===== src/rtl/uart_rx.sv =====
// uart_rx: oversampling asynchronous serial receiver.
// Sample instants are fixed by the detected start edge; reports framing and overrun.
module uart_rx #(
    parameter int DATA_BITS    = 8,
    parameter int STOP_BITS    = 1,
    parameter int CLKS_PER_BIT = 1000
) (
    input  logic                 clk,
    input  logic                 n_reset,
    input  logic                 in,
    input  logic                 ack,
    output logic [DATA_BITS-1:0] data_out,
    output logic                 valid,
    output logic                 frame_err,
    output logic                 overrun
);

    localparam int CW = $clog2(CLKS_PER_BIT);
    localparam int NB = (DATA_BITS > STOP_BITS) ? DATA_BITS : STOP_BITS;
    localparam int BW = $clog2(NB + 1);

    localparam logic [CW-1:0] HALF  = CW'(CLKS_PER_BIT / 2 - 1);
    localparam logic [CW-1:0] LAST  = CW'(CLKS_PER_BIT - 1);
    localparam logic [BW-1:0] DLAST = BW'(DATA_BITS - 1);
    localparam logic [BW-1:0] SLAST = BW'(STOP_BITS - 1);

    localparam logic [1:0] IDLE  = 2'd0;
    localparam logic [1:0] START = 2'd1;
    localparam logic [1:0] DATA  = 2'd2;
    localparam logic [1:0] STOP  = 2'd3;

    logic                 sync_q1;
    logic                 sync_in;
    logic [1:0]           fill;
    logic                 sync_ok;

    logic [1:0]           state;
    logic                 armed;
    logic [CW-1:0]        ctr;
    logic [BW-1:0]        bit_ctr;
    logic [DATA_BITS-1:0] shreg;
    logic                 stop_err;
    logic                 done;
    logic                 done_err;

    // The reset value of the synchronizer is not a real line sample, so
    // arming waits until both flops have been loaded from the line.
    always_ff @(posedge clk or negedge n_reset) begin
        if (!n_reset) begin
            sync_q1 <= 1'b1;
            sync_in <= 1'b1;
            fill    <= 2'b00;
        end else begin
            sync_q1 <= in;
            sync_in <= sync_q1;
            fill    <= {fill[0], 1'b1};
        end
    end

    assign sync_ok = fill[1];

    always_ff @(posedge clk or negedge n_reset) begin
        if (!n_reset) begin
            state    <= IDLE;
            armed    <= 1'b0;
            ctr      <= '0;
            bit_ctr  <= '0;
            shreg    <= '0;
            stop_err <= 1'b0;
            done     <= 1'b0;
            done_err <= 1'b0;
        end else begin
            done <= 1'b0;
            unique case (state)
                IDLE: begin
                    ctr      <= '0;
                    bit_ctr  <= '0;
                    stop_err <= 1'b0;
                    if (sync_ok && sync_in) begin
                        armed <= 1'b1;
                    end
                    if (armed && !sync_in) begin
                        state <= START;
                    end
                end
                START: begin
                    if (ctr == HALF) begin
                        ctr   <= '0;
                        state <= sync_in ? IDLE : DATA;
                    end else begin
                        ctr <= ctr + 1'b1;
                    end
                end
                DATA: begin
                    if (ctr == LAST) begin
                        ctr   <= '0;
                        shreg <= {sync_in, shreg[DATA_BITS-1:1]};
                        if (bit_ctr == DLAST) begin
                            bit_ctr <= '0;
                            state   <= STOP;
                        end else begin
                            bit_ctr <= bit_ctr + 1'b1;
                        end
                    end else begin
                        ctr <= ctr + 1'b1;
                    end
                end
                STOP: begin
                    if (ctr == LAST) begin
                        ctr <= '0;
                        if (bit_ctr == SLAST) begin
                            bit_ctr  <= '0;
                            state    <= IDLE;
                            done     <= 1'b1;
                            done_err <= stop_err | ~sync_in;
                        end else begin
                            bit_ctr  <= bit_ctr + 1'b1;
                            stop_err <= stop_err | ~sync_in;
                        end
                    end else begin
                        ctr <= ctr + 1'b1;
                    end
                end
                default: state <= IDLE;
            endcase
        end
    end

    // A completion always wins over a plain ack; overrun only grows
    // when an unacknowledged word is replaced.
    always_ff @(posedge clk or negedge n_reset) begin
        if (!n_reset) begin
            data_out  <= '0;
            valid     <= 1'b0;
            frame_err <= 1'b0;
            overrun   <= 1'b0;
        end else if (done) begin
            data_out  <= shreg;
            frame_err <= done_err;
            valid     <= 1'b1;
            if (valid && !ack) begin
                overrun <= 1'b1;
            end
        end else if (ack && valid) begin
            valid     <= 1'b0;
            frame_err <= 1'b0;
            overrun   <= 1'b0;
        end
    end

endmodule

===== config.mk =====
export PLATFORM = sky130hd
export DESIGN_NAME = uart_rx
export DESIGN_NICKNAME = d
export VERILOG_FILES = /design/src/rtl/uart_rx.sv
export SDC_FILE = /design/constraint.sdc
export NUM_CORES = 1
export LEC_CHECK = 0
export CAP_MARGIN = 20
export CORE_MARGIN = 2
export CORE_UTILIZATION = 45
export CTS_CLUSTER_DIAMETER = 150
export DETAILED_ROUTE_END_ITERATION = 10
export DONT_BUFFER_PORTS = 1
export MAX_ROUTING_LAYER = met4
export SLEW_MARGIN = 20
export SYNTH_ARGS = -nofsm -noshare
export SYNTH_HDL_FRONTEND = slang
export SYNTH_SLANG_ARGS = --single-unit

===== constraint.sdc =====
create_clock -name clk -period 4.1 [get_ports clk]
set_clock_uncertainty 0.1 [all_clocks]
set_input_delay 0.82 -clock clk [delete_from_list [all_inputs] [get_ports clk]]
set_output_delay 0.82 -clock clk [all_outputs]
set_load 0.1 [all_outputs]

# After elaboration in Yosys (flattened, before gate mapping)
# Index checks and enable logic that the tools add are counted.
# W data, S select, Z words.
# word_totals
memories	0
reg_bits	43
latchBits	0
rom_bits	0
mem_bits_rw	0
inputBits	4
# classes
n_mux	27
n_eq_ne	14
bitwise_logic	2
reduce_logical	19
n_addsub	2
n_div	0
n_mul	0
n_lt_le_gt_ge	0
shifts	0
# ops
cell	count
$pmux W10 S3	1
$mux W10	2
$mux W4	4
$mux W2	7
$ne A2 B2 Y1 const B	7
$pmux W4 S3	1
$add A10 B1 Y10 const B	1
$eq A10 B10 Y1 const B	1
$eq A10 B9 Y1 const B	1
$mux W1	10
$reduce_and A3 Y1	3
$pmux W2 S4	1
$reduce_and A2 Y1	3
$reduce_and A6 Y1	1
$add A4 B1 Y4 const B	1
$eq A2 B2 Y1 const B	2
$eq A4 B3 Y1 const B	1
$logic_and A1 B1 Y1	4
$logic_not A4 Y1	1
$reduce_bool A2 Y1	2
$reduce_bool A3 Y1	1
$eq A2 B1 Y1 const B	1
$logic_not A1 Y1	2
$logic_not A2 Y1	1
other kinds (5)	5

# Logic depth before layout (Yosys ltp)
# depth
ltp_word	5
depth_mapped	6

# Worst setup path before layout
# Ideal clock, no wire load.
# synth_path
path_kind	flip-flop to flip-flop
start	register ctr[0]
end	register bit_ctr[3]
t_required_ps	3869
setup_time_ps	131
path_slack_ps	2096
arrival_time_ps	1773
path_buffers	1
path_stages_with_launch	7
path_cell_list	dfrtp_1 > ha_1 > nand4b_1 > or3_1 > buf_6 > and3_1 > or3b_1
# synth_between
elab_chain_len	3
elab_cells_between_ends	4
# synth_lines
item	line	source
from (decl)	39	logic [CW-1:0] ctr;
from (signal assigned)	91	ctr <= ctr + 1'b1;
from (signal assigned)	105	ctr <= ctr + 1'b1;
from (signal assigned)	121	ctr <= ctr + 1'b1;
$eq A10 B10 Y1 (*)	95, 109	
$ne A2 B2 Y1 (no line)	--	
$reduce_and A3 Y1 (no line) (*)	--	
to (signal assigned)	102	bit_ctr <= bit_ctr + 1'b1;
to (signal assigned)	117	bit_ctr <= bit_ctr + 1'b1;
to (decl)	40	logic [BW-1:0] bit_ctr;
# Mark *: on every way between the ends. The rest lies on a longest branch, timed or not.
# A chain may end at the register's enable or synchronous reset.

# Final worst setup path
# layout_path
start	register ctr[0]
end	register shreg[6]
# layout_between
elab_chain_len	2
# layout_lines
item	line	source
$eq A10 B10 Y1	95	if (ctr == LAST) begin
$reduce_and A2 Y1 (no line)	--	
to (signal assigned)	97	shreg <= {sync_in, shreg[DATA_BITS-1:1]};
to (decl)	41	logic [DATA_BITS-1:0] shreg;
# Every way passes these cells.

==> out/metrics.csv <==
stage,metric,value,unit
run_status,status,"finished, final reports clean",
placement,placed insts,198,
placement,port bufs,0,
drt,average vias per placed instance,5.68,
global_routing,antenna violations before repair,0,
global_routing,total track usage,16.3,%
power,Sw Share,25.2,%
clocking,CTS tree,done,
final_layout,most frequent cells in the layout,"dfrtp_1, mux2_2, nor2_1",
global_routing,largest net degree at the start of global routing,44,
clocking,worst-skew pair later-pin latency,300,ps
global_routing,final global-route overflow total,0,
setup_path,CP startpoint kind,register,
floorplanning,row count,23,
timing,final slew viol count,0,
timing,Fmax,442,MHz
clocking,total CTS buffers,5,
logic_synthesis,"Avg Cell Area, Syn",12.0,µm²
final_layout,final cell count without fillers,206,
timing,RSZ-0062 raised after global routing,false,
timing,Min Hold Slack,104,ps
floorplanning,Die W,68.2,µm
drt,TritonRoute pass-1 iters,4,
final_layout,layout filler cell count,362,
setup_path,"Data required, critical path",4180,ps
final_layout,area occupied by multi-input gates,704,µm²
drt,total vias in the final route,1171,
logic_synthesis,Yosys cell types,39,
final_layout,"most common cell after layout, fill and taps aside",dfrtp_1,
final_layout,final net count,162,
power,Leak,0.924,nW
final_layout,layout cells sized above 1,18.6,%
power,Gate power share,9.8,%
logic_synthesis,YS warnings,0,
timing,Tcrit/Tclk final,55.1,%
power,Seq pwr share,55.2,%
drt,post-route ant nets,0,
logic_synthesis,sequential area share after synthesis,58.1,%
timing,Slew @ Worst Pin,969,ps
global_routing,first-pass GRT wire length,5.38,mm
logic_synthesis,synthesized flop and latch total,43,
clocking,Post-CTS Hold Buffers,0,
drt,final WL,3.08,mm
floorplanning,Vert. Die Dim,68.2,µm
clocking,setup bufs post-CTS,0,
power,Net Sw Power,0.232,mW
placement,global placement routability congestion,0.803,
timing,Final Hold Vio Count,0,
timing,setup violators final,0,
timing,min Tclk post-route,2260,ps
setup_path,Setup crit end kind,register,
clocking,"Reg clk slew, reported paths",80,ps
setup_path,worst path arrival time,2340,ps
clocking,Resized Gates After CTS,0,
job,Max Cap Viol,0,
logic_synthesis,"Async S/R FF share, synth",100,%
global_routing,vias in the first global route,1157,
power,Clock power frac,35.0,%
clocking,Bufs on Longest Clock Path,2,
drt,Wirelength per Cell,15.0,µm
clocking,Clock Tree Root,clkbuf_8,
logic_synthesis,Synth Instances,155,
final_layout,"Area growth, synth to finish",7.15,%
final_layout,FF/Latch Area,0.00108,mm²
logic_synthesis,prevailing post-synth register cell,dfrtp_1,
setup_path,FF-to-FF path depth,5,
logic_synthesis,Post-Synthesis Net Count,162,
floorplanning,die area,0.00465,mm²
clocking,CTS sink cnt,43,
drt,Initial DRC Count,114,
logic_synthesis,mapped cell area,0.00186,mm²
timing,Slew headroom,35.4,%
placement,dpl hpwl,2.11,mm
setup_path,Worst Path Max Fanout,9,
floorplanning,num ports,15,
setup_path,Crit Path Class,reg -> reg,
power,VDD IR max,0.000380,V
floorplanning,Core ar.,0.00397,mm²
power,pwr dens,464,mW/mm²
drt,Residual DRC,0,
logic_synthesis,"EDFF count, synth",0,
final_layout,antenna diode count,0,
floorplanning,initial core utilization,46.7,%
clocking,H-tree level count,2,
power,Int Power,0.690,mW
min_path,Hold WC Path Type,in -> async,
timing,setup_tns,0,ps
==> final cells by class <==
cell class / instances / share of cell area (%)
Sequential cell: 43 / 54.2
Tap cell: 50 / 3.15
Clock buffer: 5 / 3.46
Inverter: 8 / 1.51
Multi-Input combinational cell: 97 / 35.4
Clock inverter: 3 / 2.20
==> kinds of logic after synthesis <==
group,after synthesis,share of synthesized area (%)
DFF,43,58.1
muxes,17,10.3
xor gates and xnor gates,8,3.78
adders and majority gates,3,2.02
AOI/OAI and AO/OA,23,8.70
buffers and inverters,15,3.91
and+or+nand+nor,45,12.9
other,1,0.202
==> cell usage after synthesis, types with 2 or more instances <==
cell | number | area (µm²)
mux2_2 | 17 | 191
nand3_1 | 5 | 25.0
clkbuf_1 | 3 | 11.3
xor2_1 | 5 | 43.8
inv_1 | 8 | 30.0
nor3_1 | 3 | 15.0
a21oi_1 | 2 | 10.0
nand4_1 | 2 | 12.5
o211ai_1 | 2 | 15.0
o31ai_1 | 2 | 15.0
and3_1 | 2 | 12.5
ha_1 | 3 | 37.5
and4_1 | 2 | 17.5
nand2_1 | 8 | 30.0
nor2_1 | 15 | 56.3
o41ai_1 | 2 | 17.5
dfstp_2 | 2 | 52.6
buf_4 | 2 | 15.0
o21ai_0 | 7 | 35.0
nand4b_1 | 2 | 17.5
dfrtp_1 | 41 | 1030
xnor2_1 | 3 | 26.3
==> metal layers <==
metal,global-route usage [%],wire length [µm],part of all wire [%],vias to the layer above
met2,24.3,1490,48,17
li1,-,-,-,545
met5,-,0,0,-
met3,5.43,140,4.5,5
met4,6.75,61,2.0,0
met1,20.3,1390,45,604
==> worst max-delay path: stages (launching register included) <==
cell and delay [ps]:
dfrtp_1 410, ha_1 270, nand4b_1 180, or3_1 540
nor2_4 280, mux2_2 370
==> flip-flops by register name, indices dropped and copies added (netlist names), 2 cells and up, named ones only <==
signal and cells:
shreg 8, data_out 8, ctr 10, bit_ctr 4, fill 2
==> final timing paths <==
kind | startpoint | to | slack (ps)
worst min register to register | fill[0]$_DFF_PN0_ | fill[1]$_DFF_PN0_ | 260
min in group clk | fill[0]$_DFF_PN0_ | fill[1]$_DFF_PN0_ | 260
max in group asynchronous | n_reset | sync_q1$_DFF_PN1_ | 3600
worst min-delay path | n_reset | overrun$_DFFE_PN0P_ | 100
worst max-delay path | ctr[0]$_DFF_PN0_ | shreg[6]$_DFFE_PN0P_ | 1840
worst max register to register | ctr[0]$_DFF_PN0_ | shreg[6]$_DFFE_PN0P_ | 1840
==> power by group through the flow <==
stage | logic, mW | registers, mW | clock network (mW)
2_1_floorplan | 0.0925 | 0.498 | 0
3_3_place_gp | 0.0886 | 0.514 | 0
3_5_place_dp | 0.0900 | 0.516 | 0
4_1_cts | 0.0907 | 0.508 | 0.335
5_1_grt | 0.101 | 0.518 | 0.356
6_report | 0.0904 | 0.509 | 0.323
==> stage by stage <==
stage / total power, mW / instance area [µm²] / util, % / setup WS, ps
after floorplan: 0.590 / 1860 / - / 2100
after global placement: 0.602 / 1880 / 47.2 / 1910
after detailed placement: 0.606 / 1880 / 47.2 / 1840
after CTS: 0.933 / 1990 / 50.1 / 1830
after global routing: 0.975 / 1990 / 50.1 / 1700
final: 0.923 / 1990 / 50.1 / 1840
Power figures use the tool's default switching activity.
==> RTL edit 1: new RTL, config.mk and constraints unchanged <==
Register the output `frame_err` once more, cleared by the reset; this adds one clock of latency there. The other outputs are not delayed to match.
--- a/src/rtl/uart_rx.sv
+++ b/src/rtl/uart_rx.sv
@@ -28,6 +28,8 @@
     localparam logic [1:0] START = 2'd1;
     localparam logic [1:0] DATA  = 2'd2;
     localparam logic [1:0] STOP  = 2'd3;
+
+    logic frame_err_s0;
 
     logic                 sync_q1;
     logic                 sync_in;
@@ -132,20 +134,28 @@
         if (!n_reset) begin
             data_out  <= '0;
             valid     <= 1'b0;
-            frame_err <= 1'b0;
+            frame_err_s0 <= 1'b0;
             overrun   <= 1'b0;
         end else if (done) begin
             data_out  <= shreg;
-            frame_err <= done_err;
+            frame_err_s0 <= done_err;
             valid     <= 1'b1;
             if (valid && !ack) begin
                 overrun <= 1'b1;
             end
         end else if (ack && valid) begin
             valid     <= 1'b0;
-            frame_err <= 1'b0;
+            frame_err_s0 <= 1'b0;
             overrun   <= 1'b0;
         end
     end
 
+    always_ff @(posedge clk or negedge n_reset) begin
+        if (!n_reset) begin
+            frame_err <= '0;
+        end else begin
+            frame_err <= frame_err_s0;
+        end
+    end
+
 endmodule
Function: same outputs for any inputs over 10 cycles, from zero or initial values and one cycle with n_reset low; that may be too few to reach the edited logic, so the function may still have changed.
==> RTL edit 1 against the unedited design <==
  * Final cell count grew 0.49%
  * Critical path type unchanged
  * Largest power group unchanged
  * Worst setup slack gained 0.018 ns
  * Sequential share of layout area grew 0.98 points
  * Design area grew 0.50%
  * Maximum frequency grew 0.79%
  * Power shrank 4.1%
  * Highest routed layer unchanged
  * Sequential cell count grew 1
  * Routed wire length shrank 3.2%
  * Synthesized area grew 1.3%
  * Global-route usage shrank 0.79 points
==> RTL edit 1: results <==
<?xml version="1.0" encoding="UTF-8"?>
<metrics>
  <group name="status">
    <metric name="status" unit="">completed</metric>
  </group>
  <group name="cells_and_area">
    <metric name="finish.utilization" unit="%">50.0</metric>
    <metric name="seqAreaFraction" unit="%">55.2</metric>
    <metric name="register_area" unit="µm²">1100</metric>
    <metric name="area.growth.synth_to_final" unit="%">6.25</metric>
    <metric name="n_clock_buffer" unit="">6</metric>
    <metric name="post_route_cells_drive_above_1_share" unit="%">18.5</metric>
    <metric name="final_net_count" unit="">163</metric>
    <metric name="area_fraction_of_clock_buffers_and_clock_inverters" unit="%">4.88</metric>
    <metric name="filler_cell_count" unit="">381</metric>
  </group>
  <group name="power">
    <metric name="power.leakage" unit="nW">0.918</metric>
    <metric name="irDropWorstVdd" unit="V">0.000213</metric>
  </group>
  <group name="yosys">
    <metric name="synth_compound_area_share" unit="%">8.58</metric>
    <metric name="yosys-top-cells-area" unit="">dfrtp_1 56%, mux2_2 10%, nor2_1 3.0%, dfstp_2 2.8%, xor2_1 2.3%</metric>
    <metric name="synth-adder-area-share" unit="%">2.00</metric>
    <metric name="yosys-top-cells-count" unit="">42 x dfrtp_1, 17 x mux2_2, 15 x nor2_1, 8 x inv_1, 8 x nand2_1</metric>
    <metric name="synth_seq_area_share" unit="%">58.7</metric>
  </group>
  <group name="worst_setup_path">
    <metric name="timing.critical_path.to" unit="">shreg[4]</metric>
    <metric name="regToRegSetupSlack" unit="ns">1.86</metric>
    <metric name="critical_path.reg2reg.endpoint" unit="">shreg[4]</metric>
  </group>
  <group name="sta">
    <metric name="final.period_utilization" unit="%">54.7</metric>
    <metric name="maxSlewHeadroom" unit="%">36.4</metric>
  </group>
  <group name="global_route">
    <metric name="grt_util_met2" unit="%">23.9</metric>
    <metric name="grt.met3_usage" unit="%">5.52</metric>
    <metric name="grt_first_pass_wirelength" unit="µm">5130</metric>
    <metric name="vias_in_the_first_global_route" unit="">1126</metric>
    <metric name="grt_resource_usage_total" unit="%">15.5</metric>
  </group>
  <group name="detailed_routing">
    <metric name="routed-wl-met3" unit="µm">141</metric>
    <metric name="dr_wl_met2" unit="µm">1420</metric>
    <metric name="totalWireLength" unit="µm">2980</metric>
    <metric name="detail_route.wirelength.met1" unit="µm">1380</metric>
    <metric name="drt_pass1_iterations" unit="">5</metric>
    <metric name="post_drt_via_cell_ratio" unit="">5.57</metric>
  </group>
  <group name="placement">
    <metric name="placedInstanceArea" unit="µm²">1900</metric>
    <metric name="dp_slack" unit="ns">1.85</metric>
  </group>
</metrics>
[RTL edit 1: worst min path at each step]
stage,slack [ns],cells after the start,from,to
5_1_grt,0.09,0,n_reset,bit_ctr[2]
3_3_place_gp,0.24,0,fill[0],fill[1]
2_1_floorplan,0.23,0,fill[0],fill[1]
4_1_cts,0.1,0,n_reset,bit_ctr[2]
6_report,0.11,0,n_reset,done
3_5_place_dp,0.24,0,fill[0],fill[1]
[RTL edit 1: kinds of logic (layout without fill, tap and decap cells)]
logic type,Yosys count,after routing
compound gates,23,23
other cells,1,1
simple gates,45,45
flops,44,44
xor+xnor,8,8
buf+inv,15,16
mux,17,17
fa+ha+maj,3,3
[RTL edit 1: critical path, stage by stage, from the launching register on]
cell and delay, ns:
dfrtp_1 0.41, ha_1 0.27, nand4b_1 0.16, or3_1 0.54
nor2_4 0.28, mux2_2 0.37
[RTL edit 1: where the power goes]
part           switching [mW]  internal [mW]
Combinational          0.0409         0.0474
Clock                   0.144          0.136
Sequential             0.0458          0.471
==> RTL edit 2: new RTL, same settings <==
Without the edit above. Change the parameter `CLKS_PER_BIT` from 1000 to 2000.
--- a/src/rtl/uart_rx.sv
+++ b/src/rtl/uart_rx.sv
@@ -3,7 +3,7 @@
 module uart_rx #(
     parameter int DATA_BITS    = 8,
     parameter int STOP_BITS    = 1,
-    parameter int CLKS_PER_BIT = 1000
+    parameter int CLKS_PER_BIT = 2000
 ) (
     input  logic                 clk,
     input  logic                 n_reset,
Function: no difference found for any inputs over 10 cycles, from zero or initial values and one cycle with n_reset low; that may be too few to reach the edited logic, so the function may still have changed.
==> RTL edit 2 against the unedited design <==
  * Sequential cell count up 1
  * Design area up 4.7%
  * Routed wire length up 2.4%
  * Final cell count up 4.4%
  * Sequential power down 0.8%
  * Worst setup slack better by 0.075 ns
  * Sequential share of layout area down 1.2 points
  * Synthesized cell count up 3.9%
  * Power up 1.8%
  * Worst hold slack better by 0.0066 ns
  * Synthesized area up 3.6%
  * Die area up 3.4%
  * Critical path type is now register to output pin
  * Largest power group unchanged
==> RTL edit 2: results <==
<?xml version="1.0" encoding="UTF-8"?>
<metrics>
  <group name="placement">
    <metric name="placedInstanceArea" unit="µm²">1960</metric>
    <metric name="dp_cells" unit="">207</metric>
    <metric name="finalWeightedCongestion" unit="">0.846</metric>
    <metric name="dp_hpwl" unit="µm">2160</metric>
  </group>
  <group name="cells_and_area">
    <metric name="sequential_cell_total" unit="">44</metric>
    <metric name="multiInputGateArea" unit="µm²">756</metric>
    <metric name="area_fraction_of_clock_buffers_and_clock_inverters" unit="%">5.83</metric>
    <metric name="n_clock_buffer" unit="">6</metric>
    <metric name="seqAreaFraction" unit="%">53.0</metric>
    <metric name="multi_input_area_share" unit="%">36.3</metric>
    <metric name="final_net_count" unit="">171</metric>
    <metric name="n_multi_input_combinational_cell" unit="">103</metric>
    <metric name="filler_cell_count" unit="">342</metric>
    <metric name="nNonClkInverters" unit="">10</metric>
  </group>
  <group name="yosys">
    <metric name="yosys_warnings" unit="">0</metric>
    <metric name="syn_area_per_cell" unit="µm²">11.9</metric>
    <metric name="synth-adder-area-share" unit="%">1.95</metric>
    <metric name="yosysUniqueCellTypes" unit="">45</metric>
    <metric name="yosys-top-cells-area" unit="">dfrtp_1 55%, mux2_2 9.4%, nor2_1 2.9%, dfstp_2 2.7%, xnor2_1 2.3%</metric>
    <metric name="synth_seq_area_share" unit="%">57.4</metric>
    <metric name="yosys-top-cells-count" unit="">42 x dfrtp_1, 16 x mux2_2, 15 x nor2_1, 10 x inv_1, 8 x nand2_1</metric>
    <metric name="yosys-mux-area-fraction" unit="%">10.4</metric>
    <metric name="synth_compound_area_share" unit="%">8.39</metric>
    <metric name="post_synth_xor_area_fraction" unit="%">4.10</metric>
  </group>
  <group name="detailed_routing">
    <metric name="initialDrtViolationCount" unit="">95</metric>
    <metric name="routed-wl-met3" unit="µm">102</metric>
    <metric name="dr_wl_met2" unit="µm">1500</metric>
    <metric name="post_drt_via_cell_ratio" unit="">5.60</metric>
    <metric name="routedWlPerCell" unit="µm">14.7</metric>
    <metric name="totalWireLength" unit="µm">3160</metric>
    <metric name="detail_route.wirelength.met1" unit="µm">1530</metric>
  </group>
  <group name="worst_setup_path">
    <metric name="critical_path_arrival" unit="ns">1.27</metric>
    <metric name="critical_path_peak_fanout" unit="">4</metric>
  </group>
  <group name="sta">
    <metric name="final.period_utilization" unit="%">53.3</metric>
    <metric name="maxSlewHeadroom" unit="%">37.0</metric>
    <metric name="worst_hold_slack" unit="ns">0.111</metric>
  </group>
  <group name="global_route">
    <metric name="grt_start_max_net_pins" unit="">45</metric>
    <metric name="grt_resource_usage_total" unit="%">14.7</metric>
  </group>
  <group name="power">
    <metric name="irDropWorstVdd" unit="V">0.000296</metric>
    <metric name="power.leakage" unit="nW">0.968</metric>
  </group>
  <group name="status">
    <metric name="status" unit="">completed</metric>
  </group>
</metrics>
[RTL edit 2: cell types whose count changed after synthesis, sizes merged, moves of 2 or more]
| cell | before | now |
|---|---|---|
| o21ai | 7 | 5 |
| xnor2 | 3 | 5 |
| o211ai | 2 | 0 |
| inv | 8 | 10 |
| a21oi | 2 | 4 |
| clkbuf | 3 | 1 |
| a31oi | 1 | 3 |
| mux2i | 0 | 2 |
[RTL edit 2: power breakdown]
part | switching [mW] | internal [mW] | total [mW]
clock | 0.146 | 0.199 | 0.345
combinational | 0.0493 | 0.0407 | 0.0900
sequential | 0.0397 | 0.465 | 0.505
total | 0.235 | 0.705 | 0.940
[RTL edit 2: routing by layer]
metal	global-route usage, %	vias to the layer above
met3	4.94	2
met4	4.79	0
met5	-	-
li1	-	575
met2	21.4	20
met1	19.5	608
